[src/rtl/cond_unit_e.sv]
// Execute-stage condition unit: registers Decode controls, evaluates the
// condition against the flag register, gates side effects, counts squashes.
// Ports: clk, reset (async, active-high); StallE/FlushE pipeline controls;
//   CondD, FlagWriteD, RegWriteD, MemWriteD, PCSrcD, BranchD from Decode;
//   ALUFlags {N,Z,C,V} from the ALU; gated RegWriteE, MemWriteE, PCSrcE,
//   BranchTakenE, CondExE; architectural Flags; saturating SquashCount.
module cond_unit_e (
  input  logic        clk,
  input  logic        reset,
  input  logic        StallE,
  input  logic        FlushE,
  input  logic [3:0]  CondD,
  input  logic [1:0]  FlagWriteD,
  input  logic        RegWriteD,
  input  logic        MemWriteD,
  input  logic        PCSrcD,
  input  logic        BranchD,
  input  logic [3:0]  ALUFlags,
  output logic        RegWriteE,
  output logic        MemWriteE,
  output logic        PCSrcE,
  output logic        BranchTakenE,
  output logic        CondExE,
  output logic [3:0]  Flags,
  output logic [15:0] SquashCount
);

  logic [3:0]  cond_q, cond_d;
  logic [1:0]  fw_q, fw_d;
  logic        rw_q, rw_d;
  logic        mw_q, mw_d;
  logic        pcs_q, pcs_d;
  logic        br_q, br_d;
  logic        valid_q, valid_d;
  logic [3:0]  flags_q, flags_d;
  logic [15:0] sq_q, sq_d;

  logic n, z, c, v;
  logic cond_ok;

  assign {n, z, c, v} = flags_q;

  // Evaluated on the pre-update flags; no bypass of ALUFlags.
  always_comb begin
    cond_ok = 1'b0;
    unique case (cond_q)
      4'b0000: cond_ok = z;
      4'b0001: cond_ok = !z;
      4'b0010: cond_ok = c;
      4'b0011: cond_ok = !c;
      4'b0100: cond_ok = n;
      4'b0101: cond_ok = !n;
      4'b0110: cond_ok = v;
      4'b0111: cond_ok = !v;
      4'b1000: cond_ok = !z && c;
      4'b1001: cond_ok = z || !c;
      4'b1010: cond_ok = (n == v);
      4'b1011: cond_ok = (n != v);
      4'b1100: cond_ok = !z && (n == v);
      4'b1101: cond_ok = z || (n != v);
      4'b1110: cond_ok = 1'b1;
      4'b1111: cond_ok = 1'b0;
    endcase
  end

  assign CondExE      = cond_ok & valid_q;
  assign RegWriteE    = rw_q & CondExE;
  assign MemWriteE    = mw_q & CondExE;
  assign PCSrcE       = pcs_q & CondExE;
  assign BranchTakenE = br_q & CondExE;
  assign Flags        = flags_q;
  assign SquashCount  = sq_q;

  always_comb begin
    cond_d  = cond_q;
    fw_d    = fw_q;
    rw_d    = rw_q;
    mw_d    = mw_q;
    pcs_d   = pcs_q;
    br_d    = br_q;
    valid_d = valid_q;
    flags_d = flags_q;
    sq_d    = sq_q;

    // Flush wins over stall and loads a never-true bubble.
    if (FlushE) begin
      cond_d  = 4'b1111;
      fw_d    = 2'b00;
      rw_d    = 1'b0;
      mw_d    = 1'b0;
      pcs_d   = 1'b0;
      br_d    = 1'b0;
      valid_d = 1'b0;
    end else if (!StallE) begin
      cond_d  = CondD;
      fw_d    = FlagWriteD;
      rw_d    = RegWriteD;
      mw_d    = MemWriteD;
      pcs_d   = PCSrcD;
      br_d    = BranchD;
      valid_d = 1'b1;
    end

    // Retirement effects happen only on the edge that moves the
    // instruction out, so a stalled one is counted once.
    if (!StallE) begin
      if (CondExE) begin
        if (fw_q[1]) flags_d[3:2] = ALUFlags[3:2];
        if (fw_q[0]) flags_d[1:0] = ALUFlags[1:0];
      end
      if (valid_q && !cond_ok && (sq_q != 16'hFFFF))
        sq_d = sq_q + 16'd1;
    end
  end

  always_ff @(posedge clk or posedge reset) begin
    if (reset) begin
      cond_q  <= 4'b1111;
      fw_q    <= 2'b00;
      rw_q    <= 1'b0;
      mw_q    <= 1'b0;
      pcs_q   <= 1'b0;
      br_q    <= 1'b0;
      valid_q <= 1'b0;
      flags_q <= 4'b0000;
      sq_q    <= 16'h0000;
    end else begin
      cond_q  <= cond_d;
      fw_q    <= fw_d;
      rw_q    <= rw_d;
      mw_q    <= mw_d;
      pcs_q   <= pcs_d;
      br_q    <= br_d;
      valid_q <= valid_d;
      flags_q <= flags_d;
      sq_q    <= sq_d;
    end
  end

endmodule

[config.mk]
export PLATFORM = sky130hd
export DESIGN_NAME = cond_unit_e
export DESIGN_NICKNAME = d
export VERILOG_FILES = /design/src/rtl/cond_unit_e.sv
export SDC_FILE = /design/constraint.sdc
export NUM_CORES = 1
export LEC_CHECK = 0
export CAP_MARGIN = 20
export CELL_PAD_IN_SITES_DETAIL_PLACEMENT = 1
export CELL_PAD_IN_SITES_GLOBAL_PLACEMENT = 2
export CORE_MARGIN = 5
export CORE_UTILIZATION = 32
export CTS_CLUSTER_SIZE = 8
export DETAILED_ROUTE_END_ITERATION = 8
export HOLD_SLACK_MARGIN = 0.05
export PLACE_DENSITY_LB_ADDON = 0.1
export REMOVE_ABC_BUFFERS = 1
export SYNTH_ARGS = -nofsm -noshare
export SYNTH_HDL_FRONTEND = slang
export SYNTH_SLANG_ARGS = --single-unit
[constraint.sdc]
create_clock -name clk -period 5.1 [get_ports clk]
set_clock_uncertainty 0.15 [all_clocks]
set_input_delay 1.02 -clock clk [delete_from_list [all_inputs] [get_ports clk]]
set_output_delay 1.02 -clock clk [all_outputs]
set_load 0.005 [all_outputs]
Word-level counts from Yosys, hierarchy flattened
Cells that the tools add are included.

Memory bits (writable): 0. Register bits after elaboration: 31. Bits in latches: 0. Memory bits (read-only): 0. Bits of input ports: 18. Memories kept: 0.

Muxes and demuxes: 15. Reduce and logical (&&, ||, !) cells: 15. Divide/modulo/power cells: 0. Multipliers: 0. Shift-type cells: 0. Bitwise operators: 6. $add $sub $neg: 1. Eq/ne operators: 19. Order comparisons: 0.

Operators with widths (count): 4-bit == test (second input constant) (8); 16-bit by 1-bit adder with 16-bit output (second input constant) (1); 4-bit by 3-bit == test with 1-bit output (second input constant) (4); 16-bit inequality test (second input constant) (1); 1-bit one-hot mux with 16 select lines (1); 1-bit 2-to-1 mux (10); 4-bit by 2-bit == test with 1-bit output (second input constant) (2); 4-bit 2-to-1 mux (2); 3-bit AND reduction (2); 1-bit AND (5); 1-bit logical NOT (5); 4-bit by 1-bit == test with 1-bit output (second input constant) (1); 1-bit logical AND (4); 4-bit logical NOT (1); 2-bit 2-to-1 mux (2); 1-bit logical OR (2); 2-bit by 1-bit inequality test with 1-bit output (second input constant) (1); 2-bit AND reduction (1); 1-bit == test (1); 1-bit inequality test (1); 1-bit inverter (1).

Longest topological paths before layout
Gate-level depths: netlist of run 1.

Word-level depth: 7. Mapped depth: 8. Mapped depth without buffers: 7.

Least setup slack after synthesis of run 1
Ideal clock, no wire load.

Path kind: register to output. From: register cond_q[1]. To: output BranchTakenE. Arrival: 1.570 ns. Stages on the path, launching flop included: 7. Setup slack: 2.360 ns. Buffers on the path: 1. Data required time: 3.930 ns. Cells stage by stage: dfstp_2 > buf_6 > mux2i_1 > xnor2_1 > a31oi_4 > a21oi_1 > and3_1.

Word-level cells in the longest chain between the ends: 4. Elaborated cells between the ends (all ways): 19.

Ends and longest elaborated chain: start, declared (RTL line 28) `logic [3:0] cond_q, cond_d;`; start signal, assigned (RTL line 128) `cond_q <= cond_d;`; 4-bit == test (tied with other cells) (RTL line 46) `unique case (cond_q)`; 1-bit one-hot mux with 16 select lines * (RTL line 46); 1-bit AND * (RTL line 66) `assign CondExE = cond_ok & valid_q;`; 1-bit AND * (RTL line 70) `assign BranchTakenE = br_q & CondExE;`; end, declared (RTL line 22) `output logic BranchTakenE,`.

Mark *: on every way between the ends. The rest lies on a longest branch, timed or not.

Worst setup path in the final report of run 1
From: register flags_q[3], in the netlist Flags[3]. To: output BranchTakenE.

Word-level cells in the longest chain between the ends: 5. Elaborated cells between the ends (all ways): 8.

Ends and longest elaborated chain: start, declared (RTL line 35) `logic [3:0] flags_q, flags_d;`; start signal, assigned (RTL line 135) `flags_q <= flags_d;`; 1-bit inequality test or 1-bit == test (tied branches); 1-bit logical OR or 1-bit logical AND (tied branches) (RTL line 60, 59); 1-bit one-hot mux with 16 select lines * (RTL line 46); 1-bit AND * (RTL line 66); 1-bit AND * (RTL line 70).

Marked as above.

==> results of run 1 <==
## flip-flops by register name, indices dropped and copies added, names as in the netlist
signal,cells
Flags,4
SquashCount,16
br_q,1
cond_q,4
fw_q,2
mw_q,1
pcs_q,1
rw_q,1
valid_q,1
## power groups by stage
stage / Clock [mW] / Combinational, mW / Sequential [mW]
6_report: 0.186 / 0.170 / 0.318
5_1_grt: 0.210 / 0.185 / 0.325
4_1_cts: 0.197 / 0.174 / 0.318
3_5_place_dp: 0 / 0.172 / 0.322
3_3_place_gp: 0 / 0.168 / 0.321
2_1_floorplan: 0 / 0.0837 / 0.315
## metrics by stage
step | utilization [%] | power [mW] | instances
after floorplan | - | 0.399 | 151
after global placement | 42.0 | 0.489 | 264
after detailed placement | 42.0 | 0.495 | 264
after CTS | 43.6 | 0.690 | 272
after global routing | 43.6 | 0.721 | 272
final | 43.6 | 0.673 | 272
## cell type report
cell class | count | area share, %
multi-input cells | 115 | 37.3
flip-flops and latches | 31 | 35.1
repair buffers | 43 | 19.2
well taps | 70 | 3.93
clock buffers | 7 | 3.43
inverters | 5 | 0.843
clock inverters | 1 | 0.225
## synthesized netlist by cell type, types with 2 or more instances
| library cell | n |
|---|---|
| dfrtp_1 | 27 |
| xnor2_1 | 17 |
| nor2_1 | 12 |
| and3_1 | 10 |
| mux2i_1 | 9 |
| nand4_1 | 9 |
| nand3_1 | 8 |
| nand2_1 | 7 |
| a21oi_1 | 5 |
| inv_1 | 5 |
| nor2b_1 | 5 |
| a211o_1 | 4 |
| clkbuf_1 | 4 |
| dfstp_2 | 4 |
| mux2_1 | 4 |
| nand2b_1 | 3 |
| and2_1 | 2 |
| buf_2 | 2 |
| buf_6 | 2 |
| nor3_1 | 2 |
## how the worst max path moves through the flow
stage                     startpoint  slack (ps)  cells after the start      endpoint
after floorplan             Flags[3]        2210                      6  BranchTakenE
after global placement      Flags[3]        1530                      7     MemWriteE
after detailed placement    Flags[3]        1390                      7  BranchTakenE
after CTS                   Flags[3]        1070                      7  BranchTakenE
after global routing        Flags[3]         860                      7  BranchTakenE
final                       Flags[3]        1100                      7  BranchTakenE
## worst max-delay path, cell delays in order, from the launching register on
cell and delay, ps:
dfrtp_1 410, xnor2_1 310, o21ai_1 100, o2bb2ai_1 150, o21ai_2 620, a21oi_1 250
and3_1 260, clkdlybuf4s50_1 460
## metal layers
metal	wire length, um	track usage [%]	part of all wire (%)
met1	1880	16.2	43
met2	2270	23.9	52
met3	164	3.80	3.8
met4	37	4.65	0.85
met5	0	0	0
## cells by family after synthesis
| kind of cell | Yosys count | synth area share, % |
|---|---|---|
| buffers and inverters | 13 | 3.95 |
| adder cells (fa/ha/maj) | 1 | 0.746 |
| AO/OA/AOI/OAI | 19 | 10.1 |
| multiplexers | 14 | 8.95 |
| AND/OR/NAND/NOR | 64 | 20.8 |
| flip-flops | 31 | 46.5 |
| XOR/XNOR | 17 | 8.87 |
==> out/results.ini, run 1 <==
[route]
postRouteAntennaNets=0
drc=0
routed_wl_um=4360
vias_per_cell=4.97
vias=1353
first_pass_iters=4
drtIter0Drc=30
wl_per_cell_um=16.0

[hold_path]
hp-class=register to register
hold_end=SquashCount[15]
hp-start=SquashCount[15]
hold-path-cell-count=1

[timing]
hold_viol_final=0
slew_headroom_pct=49.9
rsz0062_at_grt=no
layout_setup_ws_ps=1100
tightestPinTransition_ps=752
setup_viol=0
holdWs_ps=367
max_freq_ghz=0.250
drv_slew=0
fin_crit_ps=4000
setup_tns_ps=0
finalCritPeriodShare_pct=78.4

[clock_tree]
clk_latency_ps=280
cts_root_buf=clkbuf_8
clockBufferDepth=2
numCtsBuffers=5
cts_setup_buffers=0
cts_sinks=31
htree_levels=2
postCtsHoldBufs=0
clkTransAtPathRegs_ps=70
cts_tree=yes
ctsResizeCount=0

[power_and_ir_drop]
leakagePower_nw=0.925
clkPwrFrac_pct=27.6
internal_power_mw=0.472
switching_share_pct=29.9
sequentialPowerShare_pct=47.2
combPwrFrac_pct=25.2
peakVddDrop_uv=219
power_density_mw_per_mm2=302
switchingPower_mw=0.201

[logic_synthesis]
synth_top_area_share_pct=40.3
synthCells=159
synth_seq_cells=31
synth_top_area_cell=dfrtp_1
ys_top_cells_by_area=dfrtp_1, xnor2_1, dfstp_2
yosys.cell_types.count=38
syn_area_sq_mm=0.00168
synth_ff_type=dfrtp_1
avgSynthCellArea_sq_um=10.6
ys_seq_area_share_pct=46.5
ys.warnings.count=0
async_flop_share_pct=100
synth_edf_count=0

[setup_path]
startpoint_type=register
rr_worst_depth=6
r2r_start=Flags[3]
worst-setup-path-type=register to output port
r2r-end=SquashCount[14]
cp-end-kind=output port
worstPathArrival_ps=2830
r2r_slack_ps=2600
worst-path-max-fanout=19
required_ps=3930

[final_layout]
area_growth_pct=32.7
final_cell_mix=clkdlybuf4s50_1, dfrtp_1, xnor2_1, nor2_1, and3_1
n_fill_cell=599
final_common_cell=clkdlybuf4s50_1
fin_nets=220
multi_input_area_sq_um=831
seq_area_sq_um=781
drive_above_1_share_pct=8.91
diodes=0
fin_area_sq_mm=0.00223

[global_route]
grt.total_usage_pct=13.7
grt_max_degree=32
grt_pass1_wl_um=7020
grt_pass1_vias=1448
grt-ovfl-total=0
grt_antenna_before_repair=0

[outcome]
status=finished, final reports clean

[floorplan]
pin_count=43
initial_utilization_pct=32.9
die_x_um=82.4
core_sq_mm=0.00511
rows=26
die_h_um=82.4
die-area_sq_mm=0.00679

[place]
io_buffers=42
placed_area_sq_mm=0.00215
dp_hpwl_um=3260
gp_congestion=0.785
dp_slack_ps=1390

[job]
maxCapViolCount=0

Power figures use the tool's default switching activity.
==> run 2: changes to the inputs <==
- CORE_UTILIZATION: 32 -> 27
- clock period: 5.1 -> 3.6 ns (I/O delays scaled with it)
==> out/results.ini, run 2 (synthesis results as in run 1) <==
[outcome]
status=finished, final reports clean

[route]
vias_per_cell=4.84
drc=0
first_pass_iters=2
drtIter0Drc=13
postRouteAntennaNets=0
wl_per_cell_um=15.7
vias=1349
routed_wl_um=4380

[hold_path]
hp-start=SquashCount[9]
hp-class=register to register
hold_end=SquashCount[9]
hold-path-cell-count=1

[global_route]
grt_pass1_vias=1464
grt_antenna_before_repair=0
grt.total_usage_pct=11.9
grt_pass1_wl_um=7130
grt_max_degree=32
grt-ovfl-total=0

[floorplan]
initial_utilization_pct=28.0
die-area_sq_mm=0.00789
rows=28
die_h_um=88.8
pin_count=43
core_sq_mm=0.00599
die_x_um=88.8

[timing]
tightestPinTransition_ps=434
max_freq_ghz=0.293
fin_crit_ps=3420
setup_viol=0
setup_tns_ps=0
finalCritPeriodShare_pct=94.9
slew_headroom_pct=71.0
rsz0062_at_grt=no
drv_slew=0
hold_viol_final=0

[clock_tree]
ctsResizeCount=0
clk_latency_ps=280
cts_setup_buffers=0
clkTransAtPathRegs_ps=70
clockBufferDepth=2
postCtsHoldBufs=0
htree_levels=2
numCtsBuffers=5
cts_tree=yes
cts_sinks=31
cts_root_buf=clkbuf_8

[power_and_ir_drop]
internal_power_mw=0.760
power_density_mw_per_mm2=458
clkPwrFrac_pct=33.6
sequentialPowerShare_pct=43.2
leakagePower_nw=0.953
switching_share_pct=27.4
combPwrFrac_pct=23.2
peakVddDrop_uv=291
switchingPower_mw=0.287

[place]
placed_area_sq_mm=0.00217
dp_hpwl_um=3330
io_buffers=42
gp_congestion=0.729

[job]
maxCapViolCount=0

[final_layout]
fin_area_sq_mm=0.00228
fin_nets=222
area_growth_pct=36.2
final_cell_mix=clkdlybuf4s50_1, dfrtp_1, xnor2_1, nor2_1, and3_1
final_common_cell=clkdlybuf4s50_1
diodes=0
multi_input_area_sq_um=831
largest_register_ffs=16
drive_above_1_share_pct=10.8
seq_area_sq_um=781
n_fill_cell=663

[setup_path]
required_ps=2730
cp-end-kind=output port
worst-path-max-fanout=8
startpoint_type=register
r2r_start=cond_q[1]
r2r_slack_ps=1330
worst-setup-path-type=register to output port
rr_worst_depth=6
worstPathArrival_ps=2550
r2r-end=SquashCount[1]

-- run 2: cell count changes in the layout (fill, tap and decap cells not counted) --
cell and delta:
buf_4 +2, clkbuf_1 -2, bufinv_16 +1, clkbuf_8 +1
-- run 2: power groups by stage --
| stage | sequential (mW) | clock [mW] | combinational (mW) |
|---|---|---|---|
| after floorplan | 0.446 | 0 | 0.119 |
| after global placement | 0.455 | 0 | 0.241 |
| after detailed placement | 0.459 | 0 | 0.247 |
| after CTS | 0.453 | 0.366 | 0.248 |
| after global routing | 0.461 | 0.382 | 0.265 |
| final | 0.453 | 0.352 | 0.243 |
-- run 2: how the worst max path moves through the flow --
stage                     startpoint           end  slack (ps)
after global routing       cond_q[1]     MemWriteE          40
final                      cond_q[1]     MemWriteE         180
after global placement     cond_q[1]  BranchTakenE         540
after floorplan             Flags[3]  BranchTakenE        1010
after detailed placement   cond_q[1]     MemWriteE         440
after CTS                  cond_q[1]     MemWriteE         120
-- run 2: stage by stage --
stage	util, %	std cells	setup WS (ps)	hold WS (ps)	total power [mW]
floorplan	-	151	1010	331	0.565
global placement	36.2	271	537	342	0.696
detailed placement	36.2	271	441	340	0.706
CTS	38.1	279	118	354	1.07
global route	38.1	279	36.6	383	1.11
finish	38.1	279	185	349	1.05
-- run 2: per-layer routing --
| layer | global-route usage [%] | part of all wire (%) | vias up |
|---|---|---|---|
| met4 | 4.12 | 1.4 | 0 |
| met5 | 0 | 0 | - |
| met3 | 3.45 | 4.5 | 6 |
| met2 | 20.0 | 51 | 21 |
| li1 | - | - | 653 |
| met1 | 14.5 | 43 | 669 |
-- run 2: critical path, stage by stage (launching register included) --
cell and delay [ps]:
dfstp_2 610, mux2i_1 250, xnor2_1 190, a31oi_4 160, a21oi_1 340, and3_1 210
clkdlybuf4s50_1 510
-- run 2: final cells by class --
| class | count | share of cell area, % |
|---|---|---|
| Inverter | 5 | 0.821 |
| Timing Repair Buffer | 45 | 19.4 |
| Clock buffer | 6 | 3.61 |
| Sequential cell | 31 | 34.2 |
| Multi-Input combinational cell | 115 | 36.4 |
| Tap cell | 75 | 4.11 |
| Clock inverter | 2 | 1.53 |
==> run 3: changes to the inputs <==
- GPL_TIMING_DRIVEN: not set -> 0
- PLACE_DENSITY: not set -> 0.78
- PLACE_DENSITY_LB_ADDON: 0.1 -> not set
==> out/results.ini, run 3 (synthesis results as in run 1) <==
[outcome]
status=finished, final reports clean

[floorplan]
core_sq_mm=0.00599
rows=28
pin_count=43
die-area_sq_mm=0.00789
die_h_um=88.8
initial_utilization_pct=28.0
die_x_um=88.8

[route]
first_pass_iters=3
vias=1333
vias_per_cell=4.79
postRouteAntennaNets=0
routed_wl_um=4150
drtIter0Drc=35
wl_per_cell_um=14.9
drc=0

[setup_path]
cp_slowest_cell=dfstp_2
worstPathArrival_ps=2440
startpoint_type=register
crit_family=flip-flops
slowest_delay_ps=620
cp_cell_sequence=mux2i_1 -> xnor2_1 -> a31oi_4 -> a21oi_2 -> and3_1 -> clkdlybuf4s50_1
worst-setup-path-type=register to output port
cp-end-kind=output port
worst-path-max-fanout=8
crit_buf_inv=1
required_ps=2730

[final_layout]
final_common_cell=clkdlybuf4s50_1
drive_above_1_share_pct=10.3
final_cell_mix=clkdlybuf4s50_1, dfrtp_1, xnor2_1, nor2_1, and3_1
largest_register_ffs=16
fin_nets=221
area_growth_pct=36.0
diodes=0

[power_and_ir_drop]
switchingPower_mw=0.288
power_density_mw_per_mm2=430
switching_share_pct=29.3
sequentialPowerShare_pct=45.8
clkPwrFrac_pct=28.9
peakVddDrop_uv=399
power_mw=0.982
leakagePower_nw=0.945
combPwrFrac_pct=25.3
internal_power_mw=0.694

[timing]
setup_viol=0
finalCritPeriodShare_pct=91.9
fin_crit_ps=3310
setup_tns_ps=0
tightestPinTransition_ps=796
hold_viol_final=0
max_freq_ghz=0.302
slew_headroom_pct=46.8
rsz0062_at_grt=no
drv_slew=0

[clock_tree]
cts_root_buf=clkbuf_8
cts_sinks=31
numCtsBuffers=5
clkTransAtPathRegs_ps=70
htree_levels=2
clk_latency_ps=280
cts_tree=yes
clockBufferDepth=2

[global_route]
grt-ovfl-total=0
grt.total_usage_pct=11.3
grt_max_degree=21
grt_antenna_before_repair=0
grt_pass1_vias=1381
grt_pass1_wl_um=6750

[hold_path]
hp-class=register to register

[job]
maxCapViolCount=0

[place]
io_buffers=42
dp_hpwl_um=3120
gp_congestion=0.741

[run 3: worst paths after layout]
kind                           startpoint  slack [ps]  cells after the start               to
min reg2reg                SquashCount[9]         350                      1   SquashCount[9]
max in group asynchronous           reset        2110                      3        cond_q[3]
max                             cond_q[1]         290                      6        RegWriteE
min in group asynchronous           reset         630                      2  SquashCount[12]
max reg2reg                      Flags[3]        1250                      7         Flags[0]
min                        SquashCount[9]         350                      1   SquashCount[9]
[run 3: timing repair]
item	4_1_cts	5_1_grt
resized for setup	2	0
endpoints found under the setup margin	5	4
pin swaps	0	1
hold endpoints to repair	0	0
hold buffers	0	0
setup buffers	0	1
[run 3: per-layer routing]
metal | share of wire (%) | vias up | global-route usage [%] | routed length, um
li1 | - | 653 | - | -
met1 | 44 | 646 | 14.1 | 1830
met2 | 48 | 28 | 17.9 | 2000
met3 | 6.0 | 6 | 3.63 | 249
met4 | 1.5 | 0 | 4.53 | 63
met5 | 0 | - | 0 | 0
[run 3: stage by stage]
stage | util [%] | setup slack (ps) | instance area [sq um] | cells | hold WS, ps
final | 38.1 | 291 | 2280 | 278 | 347
after global routing | 38.1 | 140 | 2280 | 278 | 373
after CTS | 38.0 | 95.3 | 2270 | 277 | 353
after detailed placement | 36.3 | 91.8 | 2170 | 269 | 340
after global placement | 35.8 | 113 | 2140 | 268 | 340
after floorplan | - | 1010 | 1630 | 151 | 331
[run 3: layout make-up]
class / count / area, sq um
Clock inverter: 1 / 5.00
Clock buffer: 7 / 86.3
Sequential cell: 31 / 781
Timing Repair Buffer: 44 / 455
Multi-Input combinational cell: 115 / 842
Fill cell: 675 / 3710
Inverter: 5 / 18.8
Tap cell: 75 / 93.8
[run 3: power by group through the flow]
stage	registers (mW)	clock network, mW	logic [mW]
after detailed placement	0.456	0	0.249
after global placement	0.455	0	0.238
after floorplan	0.446	0	0.119
final	0.450	0.284	0.248
after global routing	0.459	0.311	0.270
after CTS	0.450	0.294	0.254
